## src/rtl/cpu_seq_ctrl.sv

```systemverilog
// Multi-cycle FETCH/DECODE/EXEC/MEM/WB control sequencer for the RV32 subset CPU.
// Owns the PC, drives registered strobes, and halts on EBREAK, illegal codes or data-RAM timeouts.
module cpu_seq_ctrl #(
  parameter logic [31:0] RESET_PC    = 32'h0000_0000,
  parameter int          MEM_TIMEOUT = 16
) (
  input  logic        clk,
  input  logic        rst_n,
  input  logic        start,
  input  logic        imem_ready,
  input  logic [11:0] execution,
  input  logic [31:0] branch_address,
  input  logic [31:0] jump_address,
  input  logic        alu_zero,
  input  logic        dmem_ready,
  output logic [31:0] pc,
  output logic        imem_req,
  output logic        dec_en,
  output logic        alu_en,
  output logic [11:0] alu_op,
  output logic        dmem_rd,
  output logic        dmem_wr,
  output logic        reg_we,
  output logic [1:0]  wb_sel,
  output logic [31:0] link_addr,
  output logic        halted,
  output logic [1:0]  fault,
  output logic [31:0] retired
);

  localparam int CW = (MEM_TIMEOUT < 2) ? 1 : $clog2(MEM_TIMEOUT);
  localparam logic [CW-1:0] WAIT_LAST = CW'(MEM_TIMEOUT - 1);

  localparam int OP_LW   = 0;
  localparam int OP_SW   = 2;
  localparam int OP_BEQ  = 3;
  localparam int OP_JAL  = 9;
  localparam int OP_HALT = 10;

  typedef enum logic [2:0] {
    S_IDLE   = 3'd0,
    S_FETCH  = 3'd1,
    S_DECODE = 3'd2,
    S_EXEC   = 3'd3,
    S_MEM    = 3'd4,
    S_WB     = 3'd5,
    S_HALT   = 3'd6
  } state_t;

  function automatic logic f_is_onehot12(input logic [11:0] code);
    logic [3:0] cnt;
    cnt = 4'd0;
    for (int i = 0; i < 12; i++) begin
      cnt = cnt + {3'd0, code[i]};
    end
    return (cnt == 4'd1);
  endfunction

  state_t        r_state;
  logic [31:0]   r_pc;
  logic [31:0]   r_link;
  logic [31:0]   r_retired;
  logic          r_halted;
  logic [1:0]    r_fault;
  logic [11:0]   r_alu_op;
  logic [1:0]    r_wb_sel;
  logic [CW-1:0] r_wait;
  logic          r_imem_req;
  logic          r_dec_en;
  logic          r_alu_en;
  logic          r_dmem_rd;
  logic          r_dmem_wr;
  logic          r_reg_we;

  state_t        w_state_nx;
  logic [31:0]   w_pc_nx;
  logic [31:0]   w_link_nx;
  logic [31:0]   w_retired_nx;
  logic          w_halted_nx;
  logic [1:0]    w_fault_nx;
  logic [11:0]   w_op_nx;
  logic [1:0]    w_wb_sel_nx;
  logic [CW-1:0] w_wait_nx;
  logic          w_imem_req_nx;
  logic          w_dec_en_nx;
  logic          w_alu_en_nx;
  logic          w_dmem_rd_nx;
  logic          w_dmem_wr_nx;
  logic          w_reg_we_nx;
  logic [31:0]   w_pc_plus4;
  logic [31:0]   w_retired_inc;

  assign w_pc_plus4    = r_pc + 32'd4;
  assign w_retired_inc = r_retired + 32'd1;

  // Next-state, PC/bookkeeping updates and next-cycle strobe decode.
  always_comb begin
    w_state_nx   = r_state;
    w_pc_nx      = r_pc;
    w_link_nx    = r_link;
    w_retired_nx = r_retired;
    w_halted_nx  = r_halted;
    w_fault_nx   = r_fault;
    w_op_nx      = r_alu_op;
    w_wb_sel_nx  = r_wb_sel;
    w_wait_nx    = r_wait;

    case (r_state)
      S_IDLE: begin
        if (start) begin
          w_state_nx = S_FETCH;
        end else begin
          w_state_nx = S_IDLE;
        end
      end
      S_FETCH: begin
        if (imem_ready) begin
          w_state_nx = S_DECODE;
          w_link_nx  = w_pc_plus4;
        end else begin
          w_state_nx = S_FETCH;
        end
      end
      S_DECODE: begin
        w_state_nx = S_EXEC;
      end
      S_EXEC: begin
        w_op_nx = execution;
        if (!f_is_onehot12(execution)) begin
          w_halted_nx = 1'b1;
          w_fault_nx  = 2'd1;
          w_state_nx  = S_HALT;
        end else if (execution[OP_HALT]) begin
          w_halted_nx  = 1'b1;
          w_fault_nx   = 2'd0;
          w_retired_nx = w_retired_inc;
          w_state_nx   = S_HALT;
        end else if (execution[OP_LW] || execution[OP_SW]) begin
          w_wait_nx  = '0;
          w_state_nx = S_MEM;
        end else if (execution[OP_BEQ]) begin
          // alu_zero reflects rs1-rs2 while the decoder code is presented in EXEC.
          w_pc_nx      = alu_zero ? (r_pc + branch_address) : w_pc_plus4;
          w_retired_nx = w_retired_inc;
          w_state_nx   = S_FETCH;
        end else if (execution[OP_JAL]) begin
          w_pc_nx     = r_pc + jump_address;
          w_wb_sel_nx = 2'd2;
          w_state_nx  = S_WB;
        end else begin
          w_wb_sel_nx = 2'd0;
          w_state_nx  = S_WB;
        end
      end
      S_MEM: begin
        if (dmem_ready) begin
          if (r_alu_op[OP_LW]) begin
            w_wb_sel_nx = 2'd1;
            w_state_nx  = S_WB;
          end else begin
            w_pc_nx      = w_pc_plus4;
            w_retired_nx = w_retired_inc;
            w_state_nx   = S_FETCH;
          end
        end else if (r_wait == WAIT_LAST) begin
          w_halted_nx = 1'b1;
          w_fault_nx  = 2'd2;
          w_state_nx  = S_HALT;
        end else begin
          w_wait_nx = r_wait + {{(CW-1){1'b0}}, 1'b1};
        end
      end
      S_WB: begin
        if (r_alu_op[OP_JAL]) begin
          w_pc_nx = r_pc;
        end else begin
          w_pc_nx = w_pc_plus4;
        end
        w_retired_nx = w_retired_inc;
        w_state_nx   = S_FETCH;
      end
      S_HALT: begin
        w_state_nx = S_HALT;
      end
      default: begin
        w_state_nx = S_IDLE;
      end
    endcase

    // Strobes are registered alongside the state so each one lines up with its state.
    w_imem_req_nx = (w_state_nx == S_FETCH);
    w_dec_en_nx   = (w_state_nx == S_DECODE);
    w_alu_en_nx   = (r_state == S_EXEC) && (w_state_nx != S_HALT);
    w_dmem_rd_nx  = (w_state_nx == S_MEM) && w_op_nx[OP_LW];
    w_dmem_wr_nx  = (w_state_nx == S_MEM) && w_op_nx[OP_SW];
    w_reg_we_nx   = (w_state_nx == S_WB);
  end

  // State, PC, bookkeeping and strobe registers.
  always_ff @(posedge clk or negedge rst_n) begin
    if (!rst_n) begin
      r_state    <= S_IDLE;
      r_pc       <= RESET_PC;
      r_link     <= RESET_PC + 32'd4;
      r_retired  <= 32'd0;
      r_halted   <= 1'b0;
      r_fault    <= 2'd0;
      r_alu_op   <= 12'd0;
      r_wb_sel   <= 2'd0;
      r_wait     <= '0;
      r_imem_req <= 1'b0;
      r_dec_en   <= 1'b0;
      r_alu_en   <= 1'b0;
      r_dmem_rd  <= 1'b0;
      r_dmem_wr  <= 1'b0;
      r_reg_we   <= 1'b0;
    end else begin
      r_state    <= w_state_nx;
      r_pc       <= w_pc_nx;
      r_link     <= w_link_nx;
      r_retired  <= w_retired_nx;
      r_halted   <= w_halted_nx;
      r_fault    <= w_fault_nx;
      r_alu_op   <= w_op_nx;
      r_wb_sel   <= w_wb_sel_nx;
      r_wait     <= w_wait_nx;
      r_imem_req <= w_imem_req_nx;
      r_dec_en   <= w_dec_en_nx;
      r_alu_en   <= w_alu_en_nx;
      r_dmem_rd  <= w_dmem_rd_nx;
      r_dmem_wr  <= w_dmem_wr_nx;
      r_reg_we   <= w_reg_we_nx;
    end
  end

  assign pc        = r_pc;
  assign imem_req  = r_imem_req;
  assign dec_en    = r_dec_en;
  assign alu_en    = r_alu_en;
  assign alu_op    = r_alu_op;
  assign dmem_rd   = r_dmem_rd;
  assign dmem_wr   = r_dmem_wr;
  assign reg_we    = r_reg_we;
  assign wb_sel    = r_wb_sel;
  assign link_addr = r_link;
  assign halted    = r_halted;
  assign fault     = r_fault;
  assign retired   = r_retired;

endmodule

```

## config.mk

```make
export PLATFORM = sky130hd
export DESIGN_NAME = cpu_seq_ctrl
export DESIGN_NICKNAME = d
export VERILOG_FILES = /design/src/rtl/cpu_seq_ctrl.sv
export SDC_FILE = /design/constraint.sdc
export NUM_CORES = 1
export LEC_CHECK = 0
export BUFFER_PORTS_ARGS = -buffer_cell sky130_fd_sc_hd__buf_4
export CORE_AREA = 2 2 177 135
export DETAILED_ROUTE_END_ITERATION = 10
export DIE_AREA = 0 0 179 137
export GPL_TIMING_DRIVEN = 0
export PLACE_DENSITY = 0.74
export SKIP_LAST_GASP = 1
export SYNTH_ARGS = -nofsm -noshare
export SYNTH_HDL_FRONTEND = slang
export SYNTH_SLANG_ARGS = --single-unit
```

## constraint.sdc

```tcl
create_clock -name clk -period 3.87 [get_ports clk]
set_input_delay 0.1935 -clock clk [delete_from_list [all_inputs] [get_ports clk]]
set_output_delay 0.1935 -clock clk [all_outputs]
set_load 0.02 [all_outputs]
```

* Word level (Yosys, flattened, before mapping)
Cells that the tools add are included.
Word-level totals: register bits after elaboration 126, output and inout bits 119
Cells by class: $add $sub $neg 16, equality and inequality tests 29, mux-type cells 52, reduce and logical (&&, ||, !) cells 13
Operators with widths (count):
- $mux 32 | 15
- $pmux 32 s3 | 2
- $add 32x32->32 | 2
- $add 32x1->32 const B | 1
- $add 32x3->32 const B | 1
- $add 4x1->4 | 8
- $mux 2 | 12
- $mux 3 | 8
- $ne 2x2->1 const B | 12
- $pmux 3 s7 | 1
- $mux 4 | 5
- $eq 3x3->1 const B | 5
- $ne 3x3->1 const B | 5
- $reduce_and 6->1 | 2
- $eq 3x2->1 const B | 3
- $pmux 2 s2 | 2
- $pmux 4 s2 | 1
- $reduce_and 8->1 | 1
- $reduce_and 7->1 | 1
- $eq 3x1->1 const B | 2
- $mux 1 | 5
- $add 3x1->4 | 1
- $add 4x1->4 const B | 1
- $eq 4x1->1 const B | 1
- other kinds (11) | 13

* Depth between registers and ports, before layout
depth in word-level cells 16, depth in mapped cells 18

* Worst setup path before layout
No wires, ideal clock.
path type input to register, start input execution[0], end register r_retired[30], in the netlist retired[30], arrival time 4.501 ns, data required time 3.741 ns, path slack -0.761 ns, stages on the path 17, cell sequence fa_1 -> fa_1 -> inv_1 -> fa_1 -> fa_1 -> inv_1 -> ha_1 -> inv_1 -> fa_1 -> a211oi_2 -> mux2i_1 -> o41ai_4 -> nand4_2 -> nor2_4 -> and3_1 -> nand4_1 -> xnor2_1
On the way: longest elaborated chain between the ends 14, elaborated cells between the ends (all ways) 16
RTL lines:
- start, declared | line 11 | input logic [11:0] execution,
- $add 1x1->2 | line 54 | cnt = cnt + {3'd0, code[i]};
- $add 2x1->3 | line 54
- $add 3x1->4 | line 54
- $add 4x1->4 (8 in series) | line 54
- $eq 4x1->1 | line 56 | return (cnt == 4'd1);
- $ne 2x2->1 (no line)
- $reduce_and 6->1 (no line) (*)
- end signal, assigned | line 221 | r_retired <= w_retired_nx;
- end, declared | line 62 | logic [31:0] r_retired;
Every way passes the cells marked *; elsewhere a longest branch is shown, timed or not. A chain may end at the register's enable or synchronous reset.

* Worst setup path after layout
start input execution[0], end register r_wait[3]
On the way: longest elaborated chain between the ends 14, elaborated cells between the ends (all ways) 16
RTL lines:
- $add 1x1->2 | line 54
- $add 2x1->3 | line 54
- $add 3x1->4 | line 54
- $add 4x1->4 (8 in series) | line 54
- $eq 4x1->1 | line 56
- $ne 2x2->1 (no line)
- $reduce_and 6->1 (no line) (*)
- end signal, assigned | line 226 | r_wait <= w_wait_nx;
- end, declared | line 67 | logic [CW-1:0] r_wait;
Marks and branches as above.

==> results.yml <==
timing:
  maxClockFrequency_ghz: 0.227
  fin_skew_ns: 0.0105
  grt_setup_unrepaired: "true"
  setup_viol: 75
  hold_viol: 0
  finalMaxSlewViolations: 0
  worst_slack_ns: -0.527
  worstMarginPinSlew_ns: 0.993
  final.setup.tns_ns: -21.96
  period_minus_slack_ns: 4.40
  max_slew_margin_pct: 33.0
  min_period_over_period_pct: 114
finish:
  final_nets: 1640
  layout-drive-gt1-share_pct: 29.6
  num_antenna_cells: 0
  area_delta_synth_final_pct: 37.6
  fin_util_pct: 61.3
  fin_cells: 1793
  final.fill_count: 1910
die:
  core-area_mm2: 0.0228
  row_count: 48
  die_x_um: 179
  start_util_pct: 44.5
  io_pins: 201
  dieArea_mm2: 0.0245
  die_y_um: 137
synth:
  syn-num-nets: 1363
  postSynthAreaPerCell_um2: 8.42
  synth_edf_count: 0
  netlist_area_mm2: 0.0101
  netlist_top_cells_area: "dfrtp_1 31%, ha_1 8.5%, nand2_1 5.5%"
  yosys_warnings: 0
  yosysTopAreaCell: "dfrtp_1"
  synth.distinct_cells: 89
  ys.flop_type: "dfrtp_1"
  seq_area_frac_synth_pct: 31.1
  synth_commonest_cells: "148 x nand2_1, 125 x dfrtp_1, 99 x o21ai_0"
  yosysTopAreaCellShare_pct: 30.9
  async_reset_ff_share_pct: 100
  synth-seq-cells: 126
  synth.most_common_cell: "nand2_1"
  synthCells: 1203
detailed_routing:
  drtIter0Drc: 1195
  viasPerCell: 6.00
  drc_errors: 0
  firstDrtPassIters: 6
  wl_per_cell_um: 20.8
  vias: 10800
  routed_wl_um: 37300
  detail-route-antenna-nets: 0
run:
  drv_cap: 0
place:
  place_hpwl_um: 27200
  place_congestion: 0.996
  dp_slack_ns: -1.23
  post-place-cells: 1704
  port_buffers: 200
cts:
  root_buffer: "clkbuf_16"
  numCtsBuffers: 17
  clock-sinks: 126
  path_clk_slew_ns: 0.06
  insertion_delay_ns: 0.43
  cts_buffer_depth: 2
  cts_max_level: 4
  cts_tree: "built"
worst_setup_path:
  cp_slowest_cell: "fa_1"
  path_buf_inv: 7
  path_cells: "buf_8 -> fa_1 -> fa_1 -> inv_1 -> fa_1 -> fa_1 -> inv_2 -> ha_4 -> inv_2 -> fa_2 -> buf_4 -> mux2i_4 -> nor3_4 -> buf_4 -> buf_6 -> a211oi_4 -> nand3b_1 -> o21ai_0 -> o31ai_2"
  critPathKind: "in -> reg"
  required_ns: 4.17
  start_kind: "input pin"
  crit_family: "adder cells"
  critPathMaxStageDelay_ns: 0.52
  crit_path_end_kind: "flop"
  crit_top_cell: "fa_1"
  worstPathMaxFanout: 5
  crit_arrival_ns: 4.70
pwr:
  p_seq_share_pct: 22.4
  intPower_mw: 5.55
  sw_frac_of_total_pct: 48.5
  p_switching_mw: 5.23
  clockPowerShare_pct: 15.0
  combPwrFrac_pct: 62.5
  irDropWorstVdd_mv: 0.413
  powerDensity_mw_per_mm2: 774
  totalPowerFinal_mw: 10.8
  p_leak_nw: 6.52
status:
  outcome: "complete, but fails checks"
  violations: "negative setup slack"
global_routing:
  grt_max_degree: 70
  antenna_found_initial: 0
  grtUsageTotal_pct: 29.6
  grt_pass1_vias: 9882
  grt_pass1_wl_um: 55400
  grt_overflow: 0
min_path:
  hold_path.class: "in -> reg"
worst paths after layout:
check / start / end / slack [ns] / cells after the start
setup / recovery: execution[0] / r_wait[3] / -0.53 / 19
hold / removal: execution[7] / alu_op[7] / 0.02 / 2
setup reg to reg: pc[0] / pc[20] / 0.31 / 10
hold reg to reg: link_addr[27] / link_addr[27] / 0.48 / 2
max in group asynchronous: rst_n / pc[28] / 2.81 / 3
min in group asynchronous: rst_n / alu_op[10] / 0.32 / 2
cells in the final DEF, fill, tap and decap left out, types with 11 or more instances in the layout:
cell	synthesis	final
nor3_1	26	22
buf_6	0	29
nor2_1	90	75
a31oi_1	16	14
buf_4	3	224
nand3_1	40	35
nand2_1	148	131
nand4_1	18	18
and4_1	12	12
and2_1	11	11
ha_1	69	68
dfrtp_1	125	125
nor2_4	1	12
a21oi_1	89	83
and3_1	33	30
o21ai_0	99	83
clkbuf_16	0	18
xnor2_2	0	12
xor2_1	37	36
a21o_1	30	30
o21a_1	12	12
clkbuf_1	34	31
o21ai_1	1	15
xnor2_1	61	49
o211ai_1	11	11
inv_1	27	25
worst register-to-register path, delay by kind of cell, from the launching register on:
kind	cells	cell delay (ns)
AO/OA/AOI/OAI	6	1.84
adder cells (fa/ha/maj)	2	0.68
flip-flops	1	0.45
XOR/XNOR	1	0.29
AND/OR/NAND/NOR	1	0.17
per-stage QoR:
stage                     hold slack [ns]  area, um^2
after detailed placement            0.203       12200
after global placement              0.458       12100
final                              0.0192       13900
after floorplan                    -0.102       10300
after global routing              0.00874       13900
after CTS                         0.00950       13300
power by group through the flow:
stage	clock network (mW)	registers, mW	logic (mW)
floorplan	0	2.64	3.56
global placement	0	2.36	5.80
detailed placement	0	2.38	5.89
CTS	1.62	2.37	6.21
global route	1.68	2.47	7.28
finish	1.62	2.42	6.75
cells by family (layout without fill, tap and decap cells):
logic type | after synthesis | count (layout) | share of synthesized area (%)
and+or+nand+nor | 447 | 447 | 22.0
AOI/OAI and AO/OA | 353 | 353 | 22.6
DFF | 126 | 126 | 31.1
xor gates and xnor gates | 98 | 98 | 8.47
buffers and inverters | 79 | 369 | 3.20
adders and majority gates | 78 | 78 | 10.3
muxes | 22 | 22 | 2.33
final cells by class:
class                           count  area [um^2]  share of cell area, %
Clock buffer                       20          457                   3.28
Multi-Input combinational cell    998         7300                   52.3
Timing Repair Buffer              258         2130                   15.3
Sequential cell                   126         3150                   22.6
Inverter                           28          105                  0.754
Tap cell                          300          375                   2.69
Buffer                             51          289                   2.07
Clock inverter                     12          136                  0.978
sequential cells by signal (all words and copies together), names as in the netlist, 2 cells and up:
| name | flops |
|---|---|
| wb_sel | 2 |
| fault | 2 |
| r_state | 3 |
| link_addr | 32 |
| alu_op | 12 |
| retired | 32 |
| r_wait | 4 |
| pc | 32 |
routing by layer:
layer	track usage [%]	part of all wire [%]
met5	0	0
met4	8.04	2.4
met3	6.03	11
met2	44.6	43
met1	43.0	43
timing repair:
item	in CTS	in global routing
pin swaps	47	48
hold endpoints to repair	57	0
cloned	1	1
buffers inserted	26	32
resized for setup	69	101
hold buffers	2	0
endpoints found under the setup margin	76	81
Note: power is estimated with default switching activity, not from simulation.
